==> config.mk <==
export PLATFORM = sky130hd
export DESIGN_NAME = stopwatch_ctrl
export DESIGN_NICKNAME = d
export VERILOG_FILES = /design/src/rtl/stopwatch_pkg.sv /design/src/rtl/sw_tick_gen.sv /design/src/rtl/stopwatch_ctrl.sv
export SDC_FILE = /design/constraint.sdc
export NUM_CORES = 1
export LEC_CHECK = 0
export ABC_AREA = 1
export CAP_MARGIN = 10
export CORE_MARGIN = 8
export CORE_UTILIZATION = 59
export CTS_CLUSTER_SIZE = 20
export DETAILED_ROUTE_END_ITERATION = 7
export PLACE_DENSITY = 0.89
export SLEW_MARGIN = 20
export SYNTH_ARGS = -nofsm -noshare
export SYNTH_HDL_FRONTEND = slang
export SYNTH_SLANG_ARGS = --single-unit
export TNS_END_PERCENT = 1
==> constraint.sdc <==
create_clock -name clk -period 2 [get_ports clk]
set_input_delay 0.3 -clock clk [delete_from_list [all_inputs] [get_ports clk]]
set_output_delay 0.3 -clock clk [all_outputs]
set_load 0.02 [all_outputs]
==> src/rtl/stopwatch_pkg.sv <==
// Shared types and constants for the stopwatch control slice.
package stopwatch_pkg;

    typedef enum logic [1:0] {
        IDLE  = 2'd0,
        RUN   = 2'd1,
        PAUSE = 2'd2,
        LAP   = 2'd3
    } sw_state_t;

    localparam int CS_PER_MIN = 6000;
    localparam int BIN_W      = 16;

endpackage

==> src/rtl/sw_tick_gen.sv <==
// Prescaler producing one tick every DIV enabled clocks; holds while disabled.
module sw_tick_gen #(
    parameter int DIV = 10
) (
    input  logic clk,
    input  logic rst_n,
    input  logic en,
    input  logic sync_clr,
    output logic tick
);

    localparam int PW = (DIV > 1) ? $clog2(DIV) : 1;
    localparam logic [PW-1:0] LAST = PW'(DIV - 1);

    logic [PW-1:0] presc_q;
    logic [PW-1:0] presc_d;

    assign tick = en && (presc_q == LAST);

    // Holding while disabled keeps the partial interval across a pause.
    always_comb begin
        presc_d = presc_q;
        if (sync_clr) begin
            presc_d = '0;
        end else if (tick) begin
            presc_d = '0;
        end else if (en) begin
            presc_d = presc_q + PW'(1);
        end
    end

    always_ff @(posedge clk or negedge rst_n) begin
        if (!rst_n) begin
            presc_q <= '0;
        end else begin
            presc_q <= presc_d;
        end
    end

endmodule

==> src/rtl/stopwatch_ctrl.sv <==
// Stopwatch command FSM, centisecond counter, lap freeze and display register.
module stopwatch_ctrl
    import stopwatch_pkg::*;
#(
    parameter int CLK_HZ    = 100_000_000,
    parameter int TICK_HZ   = 100,
    parameter int MAX_COUNT = CS_PER_MIN - 1
) (
    input  logic             clk,
    input  logic             rst_n,
    input  logic             start_stop,
    input  logic             lap,
    input  logic             clear,
    output logic [BIN_W-1:0] bin,
    output logic             running,
    output logic             lap_active,
    output logic             wrap,
    output sw_state_t        state_dbg
);

    localparam int DIV = CLK_HZ / TICK_HZ;
    localparam int CW  = $clog2(MAX_COUNT + 1);
    localparam logic [CW-1:0] CNT_MAX = CW'(MAX_COUNT);

    sw_state_t        state_q, state_d;
    logic [CW-1:0]    count_q, count_d;
    logic [CW-1:0]    lap_q, lap_d;
    logic [BIN_W-1:0] bin_q, bin_d;
    logic             wrap_q, wrap_d;
    logic             tick;
    logic             presc_en;
    logic             presc_clr;

    assign presc_en  = (state_q == RUN) || (state_q == LAP);
    assign presc_clr = clear || (state_q == IDLE);

    sw_tick_gen #(.DIV(DIV)) u_tick_gen (
        .clk      (clk),
        .rst_n    (rst_n),
        .en       (presc_en),
        .sync_clr (presc_clr),
        .tick     (tick)
    );

    always_ff @(posedge clk or negedge rst_n) begin
        if (!rst_n) begin
            state_q <= IDLE;
        end else begin
            state_q <= state_d;
        end
    end

    // Only the highest-priority command acts: clear, then start_stop, then lap.
    always_comb begin
        state_d = state_q;
        if (clear) begin
            state_d = IDLE;
        end else if (start_stop) begin
            case (state_q)
                IDLE:    state_d = RUN;
                RUN:     state_d = PAUSE;
                PAUSE:   state_d = RUN;
                LAP:     state_d = PAUSE;
                default: state_d = IDLE;
            endcase
        end else if (lap) begin
            case (state_q)
                RUN:     state_d = LAP;
                LAP:     state_d = RUN;
                default: state_d = state_q;
            endcase
        end
    end

    always_comb begin
        running    = (state_q == RUN) || (state_q == LAP);
        lap_active = (state_q == LAP);
        state_dbg  = state_q;
    end

    // Lap captures the pre-tick count; display follows next state so it has no extra latency.
    always_comb begin
        count_d = count_q;
        lap_d   = lap_q;
        wrap_d  = 1'b0;
        if (clear) begin
            count_d = '0;
            lap_d   = '0;
        end else begin
            if (tick) begin
                count_d = (count_q == CNT_MAX) ? '0 : count_q + CW'(1);
                wrap_d  = (count_q == CNT_MAX);
            end
            if (!start_stop && lap && (state_q == RUN)) begin
                lap_d = count_q;
            end
        end
        bin_d = (state_d == LAP) ? BIN_W'(lap_d) : BIN_W'(count_d);
    end

    always_ff @(posedge clk or negedge rst_n) begin
        if (!rst_n) begin
            count_q <= '0;
            lap_q   <= '0;
            bin_q   <= '0;
            wrap_q  <= 1'b0;
        end else begin
            count_q <= count_d;
            lap_q   <= lap_d;
            bin_q   <= bin_d;
            wrap_q  <= wrap_d;
        end
    end

    assign bin  = bin_q;
    assign wrap = wrap_q;

endmodule

==> impl_results.md, run 1 <==
* Most used DFF post-synth: dfrtp_1
* GRT Util Overall at 0.2187
* Synthesized cell area at ~3500 µm²
* Final nets at 519
* Largest net degree at the start of global routing at between 60 and 70
* Achievable Freq at 0.5225 GHz
* Worst-path maximum fanout at 4
* CTS root buffer: clkbuf_8
* Mapped Avg Cell Area at 7.367 µm²
* Warnings, synthesis at 0
* Num CTS Buffers at 9
* Hold Fails Final Rpt at 0
* Pre-antenna DRT Iters at 5
* Layout area overhead at 16.70%
* ANT nets after route at 0
* Drt via density at between 5 and 6
* Synth unique cells at 31
* First-pass GRT wire length at 15040 µm
* CTS clk-pin slew, worst paths at 0.07 ns
* Clock Power Share at 0.422
* Register share of total power at 0.495
* Starting Density at 0.5979
* WL per Instance at 14.93 µm
* Die Wd at roughly 93 µm
* Combinational power share at 0.082
* Layout Utilization at 0.6977
* Level count of the clock H-tree at 3
* Clk buf depth at 2
* Vias in the first global route at 3079
* Crit Path Class: register to output port
* Clock sink total at 62
* Clock network latency to the later pin of the worst-skew pair at 0.35 ns
* Ant diodes at 0
* Worst hold path type: input port to async pin
* Setup_tns at 0 ns
* Vias at 3250
* Final period util at 0.9569
* R2R setup slack at ~0.12 ns
* Most frequent cells in the layout: nand2_1, dfrtp_1, inv_1
* Pre-CTS setup slack at 0.03075 ns
* I/O Buffers at 22
* Pwr Density at 635.6 nW/µm²
* Num rows at 28
* Top area cells in the synthesized netlist: dfrtp_1, nand2_1, nand3_1
* NetSw at 641.4 µW
* Commonest non-fill, non-tap cell in the layout: nand2_1
* Sw Ratio at 0.2487
* DRC Markers at 0
* Final RePlAce weighted congestion at 0.9436
* Number of max-cap violations at 0
* Number of I/O pins at 26
* Final-report max-slew violation count at 0
* Worst EP arrival at 1.61 ns
* Largest area contributor in the netlist: dfrtp_1
* Post-DP Area at around 3800 µm²
* Status: complete, no violations
* Setup Viol. Count Final at 0
* Maximum vdd drop at 0.5416 mV
* Die ar. at around 8600 µm²
* Design area at roughly 4100 µm²
* Setup slack after layout at 0.08626 ns
* Post-DP HPWL at 6293 µm
* Ys async rst share at 1.000
* Total congestion overflow at 0
* Yosys top cell area share at 0.4462
* Sequential area share after synthesis at 0.4462
* RSZ-0062 raised after global routing: false
* Initial antenna violation count at 0
* Critical Path Source Type: register
* Internal Pwr Total at 1.937 mW
* Clock Skews at 0.01100 ns
* EDFF count, synth at 0
* Min cycle time layout at 1.914 ns
* Yosys reg bits at 62
* Worst setup EP type: output port
* Synth Instances at 472
* Die H at 92.77 µm
* Layout cells sized above 1 at 0.1150
* LEAKAGE at between 1.5 and 2 nW
* DRT iter0 DRCs at 253
* Std-Cell Core Area at a little under 6000 µm²
* Req. time, crit path at 1.70 ns
* Routed wire length at 8777 µm
* CTS tree: done
[final timing paths]
check	cells after the start	endpoint	from
max in group asynchronous	3	lap_q[3]$_DFF_PN0_	rst_n
max	2	lap_active	state_dbg[0]$_DFF_PN0_
min	3	u_tick_gen.presc_q[17]$_DFFE_PN0P_	rst_n
min reg2reg	2	u_tick_gen.presc_q[18]$_DFFE_PN0P_	u_tick_gen.presc_q[18]$_DFFE_PN0P_
max reg2reg	10	u_tick_gen.presc_q[2]$_DFFE_PN0P_	state_dbg[0]$_DFF_PN0_
min in group clk	2	u_tick_gen.presc_q[18]$_DFFE_PN0P_	u_tick_gen.presc_q[18]$_DFFE_PN0P_
[layer usage]
layer | share of wire | track usage | wire length [µm] | up-vias
li1 | - | - | - | 1581
met1 | 0.45 | 0.2916 | 3913 | 1545
met2 | 0.48 | 0.3379 | 4178 | 112
met3 | 0.063 | 0.04612 | 557 | 12
met4 | 0.014 | 0.08859 | 127 | 0
met5 | 0 | 0 | 0 | -
[registers in the layout, summed over array words and instances, names as in the netlist]
| name | flops |
|---|---|
| bin | 13 |
| state_dbg | 2 |
| lap_q | 13 |
| u_tick_gen.presc_q | 20 |
| count_q | 13 |
| wrap | 1 |
[power by group through the flow]
stage	clock (mW)	sequential (mW)	combinational, mW
floorplan	0	1.30	0.111
global placement	0	1.30	0.203
detailed placement	0	1.30	0.207
CTS	1.10	1.28	0.208
global route	1.15	1.28	0.238
finish	1.09	1.28	0.212
[synthesized netlist by cell type (2+ instances only)]
master and n:
and3_1 4, nor2_4 3, nor2_2 3, and2_1 2
nor3_1 7, nand3_2 3, nor2_1 47, nand2_2 9
nand3_1 44, dfrtp_1 62, o22ai_1 3, ha_1 5
o21ai_0 20, buf_6 2, xor2_1 2, nand4_1 10
inv_1 57, a21oi_1 30, buf_4 4, inv_2 4
buf_2 6, nand2_1 131, o21ai_1 4, nand2_4 2
o21ai_2 2
[cells by family after synthesis]
group	Yosys count	share of synthesized area
compound gates	61	0.09248
fa+ha+maj	5	0.01799
buf+inv	74	0.09068
simple gates	267	0.3465
flops	62	0.4462
xor+xnor	2	0.005039
other cells	1	0.001078
[critical path: stages (launching register included)]
cell	delay, ns
dfrtp_1	0.41
ha_1	0.23
clkdlybuf4s50_1	0.63
[final cells by class]
class | count | area, µm²
fillers | 477 | 1758
multi-input cells | 338 | 1633
flip-flops and latches | 62 | 1551
repair buffers | 37 | 357.8
inverters | 61 | 232.7
clock buffers | 11 | 141.4
well taps | 75 | 93.84
clock inverters | 4 | 47.55
[metrics by stage]
| step | total power, mW | cells | hold WS (ns) |
|---|---|---|---|
| after floorplan | 1.415 | 474 | 0.004409 |
| after global placement | 1.503 | 571 | 0.3310 |
| after detailed placement | 1.508 | 571 | 0.3339 |
| after CTS | 2.585 | 587 | 0.5003 |
| after global routing | 2.666 | 588 | 0.5427 |
| final | 2.579 | 588 | 0.4832 |
[timing repair]
action,CTS,global route
gates cloned,0,0
buffers inserted,0,1
endpoints found under the setup margin,1,32
pin swaps,0,1
hold buffers,1,0
gates resized for setup,1,6
hold endpoints to repair,62,0
(Power assumes the default switching activity.)
==> run 2: changes to the inputs <==
--- a/config.mk
+++ b/config.mk
@@ -12,6 +12,7 @@
 export CTS_CLUSTER_SIZE = 20
 export DETAILED_ROUTE_END_ITERATION = 7
 export PLACE_DENSITY = 0.89
+export SKIP_CTS_REPAIR_TIMING = 1
 export SLEW_MARGIN = 20
 export SYNTH_ARGS = -nofsm -noshare
 export SYNTH_HDL_FRONTEND = slang
==> impl_results.md, run 2 (same netlist as run 1, synthesis figures left out) <==
* Status: complete, no violations
* Clock Skews at 0.01154 ns (+0.0005372 ns)
* Std-Cell Core Area at 5816 µm² (unchanged)
* First-pass GRT wire length at 15020 µm (about the same)
* Vias at 3274 (+0.74%)
* Worst path slowest cell: clkdlybuf4s50_1
* Layout Utilization at 0.6951 (-0.002581)
* Clk buf depth at 2 (unchanged)
* Req. time, crit path at 1.70 ns (about the same)
* Die ar. at 8606 µm² (unchanged)
* LEAKAGE at 1.996 nW (+0.34%)
* Critical Path Source Type: register
* DRT iter0 DRCs at 256 (+1.2%)
* Clock sink total at 62 (unchanged)
* Clock network latency to the later pin of the worst-skew pair at 0.35 ns (about the same)
* Post-DP HPWL at 6293 µm (unchanged)
* Largest net degree at the start of global routing at 63 (unchanged)
* Hold Fails Final Rpt at 0 (unchanged)
* Final Non-Filler Cells at 587 (-0.17%)
* Number of I/O pins at 26 (unchanged)
* ANT nets after route at 0 (unchanged)
* Num rows at 28 (unchanged)
* CTS clk-pin slew, worst paths at 0.08 ns (about the same)
* Design area at 4043 µm² (-0.37%)
* Pre-CTS setup slack at 0.03075 ns (unchanged)
* Layout cells sized above 1 at 0.1094 (-0.005635)
* Pre-antenna DRT Iters at 7 (+2)
* Setup slack after layout at 0.08231 ns (-0.003953 ns)
* Most flops, register: u_tick_gen.presc_q
* Max reg flops at 20 (unchanged)
* I/O Buffers at 22 (unchanged)
* Final-report max-slew violation count at 0 (unchanged)
* Worst-path maximum fanout at 4 (unchanged)
* Setup Viol. Count Final at 0 (unchanged)
* Total congestion overflow at 0 (unchanged)
* Vias in the first global route at 3076 (-0.097%)
* Final period util at 0.9588 (+0.001976)
* DRC Markers at 0 (unchanged)
* Achievable Freq at 0.5215 GHz (-0.21%)
* Crit path cell chain: ha_1, clkdlybuf4s50_1
* Ant diodes at 0 (unchanged)
* Worst setup EP type: output port
* Level count of the clock H-tree at 3 (unchanged)
* Layout area overhead at 16.26%
* Initial antenna violation count at 0 (unchanged)
* Min cycle time layout at 1.918 ns (+0.003953 ns)
* Tot Pwr at 2.580 mW (about the same)
* Reg2Reg Depth at 11 (+1)
* Crit Path Class: register to output port
* Number of max-cap violations at 0 (unchanged)
* Die H at 92.77 µm (unchanged)
* Die Wd at 92.77 µm (unchanged)
* Final hold slack at 0.4740 ns (-0.009152 ns)
* CTS tree: done
* Setup_tns at 0 ns (unchanged)
* Worst EP arrival at 1.62 ns (about the same)
* Pwr Density at 638.2 nW/µm² (+0.41%)
* Largest stage delay, worst path at 0.63 ns (about the same)
* CTS root buffer: clkbuf_8
* Worst hold path type: input port to async pin
* RSZ-0062 raised after global routing: true
* Final nets at 518 (-0.19%)
* WL per Instance at 14.87 µm (-0.38%)
* Drt via density at 5.578 (+0.91%)
* Most frequent cells in the layout: nand2_1, dfrtp_1, inv_1
* Routed wire length at 8729 µm (-0.55%)
* Num CTS Buffers at 9 (unchanged)
* Final RePlAce weighted congestion at 0.9436 (unchanged)
* Maximum vdd drop at 0.5409 mV (-0.13%)
* Post-DP Area at 3830 µm² (unchanged)
* GRT Util Overall at 0.2185 (about the same)
* Starting Density at 0.5979 (unchanged)
* Placed Instances at 571 (unchanged)
* Commonest non-fill, non-tap cell in the layout: nand2_1
==> run 2: cell types whose count changed in the layout (fill, tap and decap cells not counted), sizes merged <==
cell          delta
buf              -1
clkinvlp         -1
dlygate4sd2      -1
dlymetal6s2s     +1
inv              +1
==> run 2: critical path, delay by kind of cell, from the launching register on <==
kind	cells	cell delay, ns
buffers and inverters	1	0.63
DFF	1	0.41
adders and majority gates	1	0.23
==> run 2: per-layer routing <==
layer  GRT usage  wire length (µm)
met1      0.2911              3908
met2      0.3379              4091
met3     0.04612               576
met4     0.08859               153
met5           0                 0
==> run 2: final cells by class <==
cell class	instances	area (µm²)
fillers	482	1773
clock inverters	4	47.55
well taps	75	93.84
repair buffers	36	354.1
inverters	61	229.0
clock buffers	11	141.4
flip-flops and latches	62	1551
multi-input cells	338	1625
==> run 2: power by group <==
part	total (mW)	switching (mW)	internal, mW
combinational	0.210	0.140	0.0695
sequential	1.28	0.00850	1.27
clock	1.09	0.495	0.598
==> run 2: path summary, 6_finish.rpt <==
kind,slack [ns],start,end
max in group asynchronous,1.24,rst_n,lap_q[3]$_DFF_PN0_
min in group clk,0.56,u_tick_gen.presc_q[18]$_DFFE_PN0P_,u_tick_gen.presc_q[18]$_DFFE_PN0P_
worst max register to register,0.12,state_dbg[1]$_DFF_PN0_,bin[6]$_DFF_PN0_
worst max-delay path,0.08,state_dbg[0]$_DFF_PN0_,lap_active
worst min register to register,0.56,u_tick_gen.presc_q[18]$_DFFE_PN0P_,u_tick_gen.presc_q[18]$_DFFE_PN0P_
worst min-delay path,0.47,rst_n,u_tick_gen.presc_q[17]$_DFFE_PN0P_
==> run 3: changes to the inputs <==
--- a/config.mk
+++ b/config.mk
@@ -7,11 +7,12 @@
 export LEC_CHECK = 0
 export ABC_AREA = 1
 export CAP_MARGIN = 10
+export CORE_ASPECT_RATIO = 1.1
 export CORE_MARGIN = 8
-export CORE_UTILIZATION = 59
-export CTS_CLUSTER_SIZE = 20
+export CORE_UTILIZATION = 60
 export DETAILED_ROUTE_END_ITERATION = 7
-export PLACE_DENSITY = 0.89
+export DONT_BUFFER_PORTS = 1
+export PLACE_DENSITY = 0.85
 export SKIP_CTS_REPAIR_TIMING = 1
 export SLEW_MARGIN = 20
 export SYNTH_ARGS = -nofsm -noshare
==> impl_results.md, run 3 (same netlist as run 1, synthesis figures left out) <==
* Status: complete, no violations
* Final-report max-slew violation count at 0 (unchanged)
* Worst setup EP type: register
* Min cycle time layout at 1.875 ns (-0.04265 ns)
* DRC Markers at 0 (unchanged)
* Design area at 3824 µm² (-5.4%)
* RSZ-0062 raised after global routing: true
* Pwr Density at 651.1 nW/µm² (+2.0%)
* Crit path to: bin[7]$_DFF_PN0_
* Final RePlAce weighted congestion at 0.9384 (-0.55%)
* Setup Viol. Count Final at 0 (unchanged)
* Routed wire length at 8217 µm (-5.9%)
* Worst EP arrival at 2.11 ns (+0.49 ns)
* Most frequent cells in the layout: nand2_1, dfrtp_1, inv_1
* ANT nets after route at 0 (unchanged)
* Die H at 95.84 µm (+3.3%)
* Critical Path Source Type: register
* Crit Path Class: register to register
* Req. time, crit path at 2.23 ns (+0.53 ns)
* CTS root buffer: clkbuf_8
* Most flops, register: u_tick_gen.presc_q
* Final hold slack at 0.03599 ns (-0.4380 ns)
* I/O Buffers at 0 (-100%)
* Worst setup path startpoint: state_dbg[1]$_DFF_PN0_
* Clock network latency to the later pin of the worst-skew pair at 0.34 ns (about the same)
* Number of max-cap violations at 0 (unchanged)
* Commonest non-fill, non-tap cell in the layout: nand2_1
* Std-Cell Core Area at 5697 µm² (-2.0%)
* DRT iter0 DRCs at 150 (-41%)
* Num rows at 29 (+3.6%)
* CTS tree: done
* Post-DP HPWL at 5781 µm (-8.1%)
* RR Endpoint: bin[7]$_DFF_PN0_
* Tot Pwr at 2.489 mW (-3.5%)
* Number of I/O pins at 26 (unchanged)
* Post-DP Area at 3577 µm² (-6.6%)
* Worst-path maximum fanout at 13 (+9)
* Vias at 3157 (-3.6%)
* Largest net degree at the start of global routing at 63 (unchanged)
* Max reg flops at 20 (unchanged)
* Num CTS Buffers at 9 (unchanged)
* FILL cells at 485 (+0.62%)
* Initial antenna violation count at 0 (unchanged)
* Level count of the clock H-tree at 3 (unchanged)
* Pre-antenna DRT Iters at 5 (-2)
* CTS clk-pin slew, worst paths at 0.07 ns (about the same)
* Total congestion overflow at 0 (unchanged)
* First-pass GRT wire length at 14150 µm (-5.8%)
* Starting Density at 0.6104 (+0.01248)
* Die ar. at 8490 µm² (-1.4%)
* Clk buf depth at 2 (unchanged)
* GRT Util Overall at 0.2149 (-0.003657)
* Worst hold path type: input port to register
* Clock Skews at 0.005705 ns (-0.005835 ns)
* Achievable Freq at 0.5333 GHz (+2.3%)
* R2R setup slack at 0.12 ns (about the same)
* Layout cells sized above 1 at 0.1120 (+0.002641)
* Vias in the first global route at 3166 (+2.9%)
* Die Wd at 88.59 µm (-4.5%)
* Final nets at 496 (-4.2%)
* Maximum vdd drop at 0.4869 mV (-10%)
* Final period util at 0.9375 (-0.02132)
* Clock sink total at 62 (unchanged)
* Hold Fails Final Rpt at 0 (unchanged)
* Reg2reg start: state_dbg[1]$_DFF_PN0_
* Setup_tns at 0 ns (unchanged)
* Ant diodes at 0 (unchanged)
* LEAKAGE at 1.897 nW (-5.0%)
* WL per Instance at 14.47 µm (-2.7%)
* Drt via density at 5.558 (-0.35%)
* Layout area overhead at 9.968%
* Reg2Reg Depth at 11 (unchanged)
## run 3: metal layers
layer | GRT usage | part of all wire
met1 | 0.2281 | 0.38
met2 | 0.3751 | 0.53
met3 | 0.06832 | 0.063
met4 | 0.1086 | 0.031
met5 | 0 | 0
## run 3: cell type report
cell class                 count  area (µm²)  area share
timing repair buffer          14       133.9     0.03501
clock buffer                  13       168.9     0.04418
inverter                      61       232.7     0.06086
clock inverter                 3       17.52    0.004581
tap                           77       96.34     0.02520
sequential                    62        1551      0.4058
multi-input combinational    338        1623      0.4244
## run 3: how the worst min path moves through the flow
stage,start,cells after the start,to,slack [ns]
finish,clear,1,state_dbg[1]$_DFF_PN0_,0.04
global route,clear,1,state_dbg[1]$_DFF_PN0_,0.01
CTS,rst_n,0,u_tick_gen.presc_q[0]$_DFFE_PN0P_,-0.36
detailed placement,rst_n,0,u_tick_gen.presc_q[18]$_DFFE_PN0P_,0.006
global placement,rst_n,0,u_tick_gen.presc_q[18]$_DFFE_PN0P_,0.006
floorplan,rst_n,0,bin[0]$_DFF_PN0_,0.004
## run 3: report_power, final
| group | total, mW | switching [mW] | leakage [nW] | internal [mW] |
|---|---|---|---|---|
| combinational | 0.188 | 0.131 | 0.939 | 0.0563 |
| clock | 1.02 | 0.477 | 0.0954 | 0.547 |
| sequential | 1.28 | 0.00860 | 0.862 | 1.27 |
| total | 2.49 | 0.617 | 1.90 | 1.87 |
## run 3: per-stage QoR
step	setup slack (ns)	utilization	cells
after floorplan	0.1390	-	474
after global placement	0.1345	0.6279	549
after detailed placement	0.04726	0.6279	549
after CTS	0.03357	0.6607	565
after global routing	-0.05354	0.6712	568
final	0.1250	0.6712	568
## run 3: worst max-delay path, cell delays in order (launching register included)
cell	delay, ns
dfrtp_1	0.37
inv_1	0.08
ha_1	0.22
nor2_1	0.14
buf_4	0.13
nand2_1	0.06
o21ai_0	0.08
nor2_1	0.08
nand2_1	0.12
clkinvlp_4	0.27
nand2_1	0.16
nand2_1	0.07
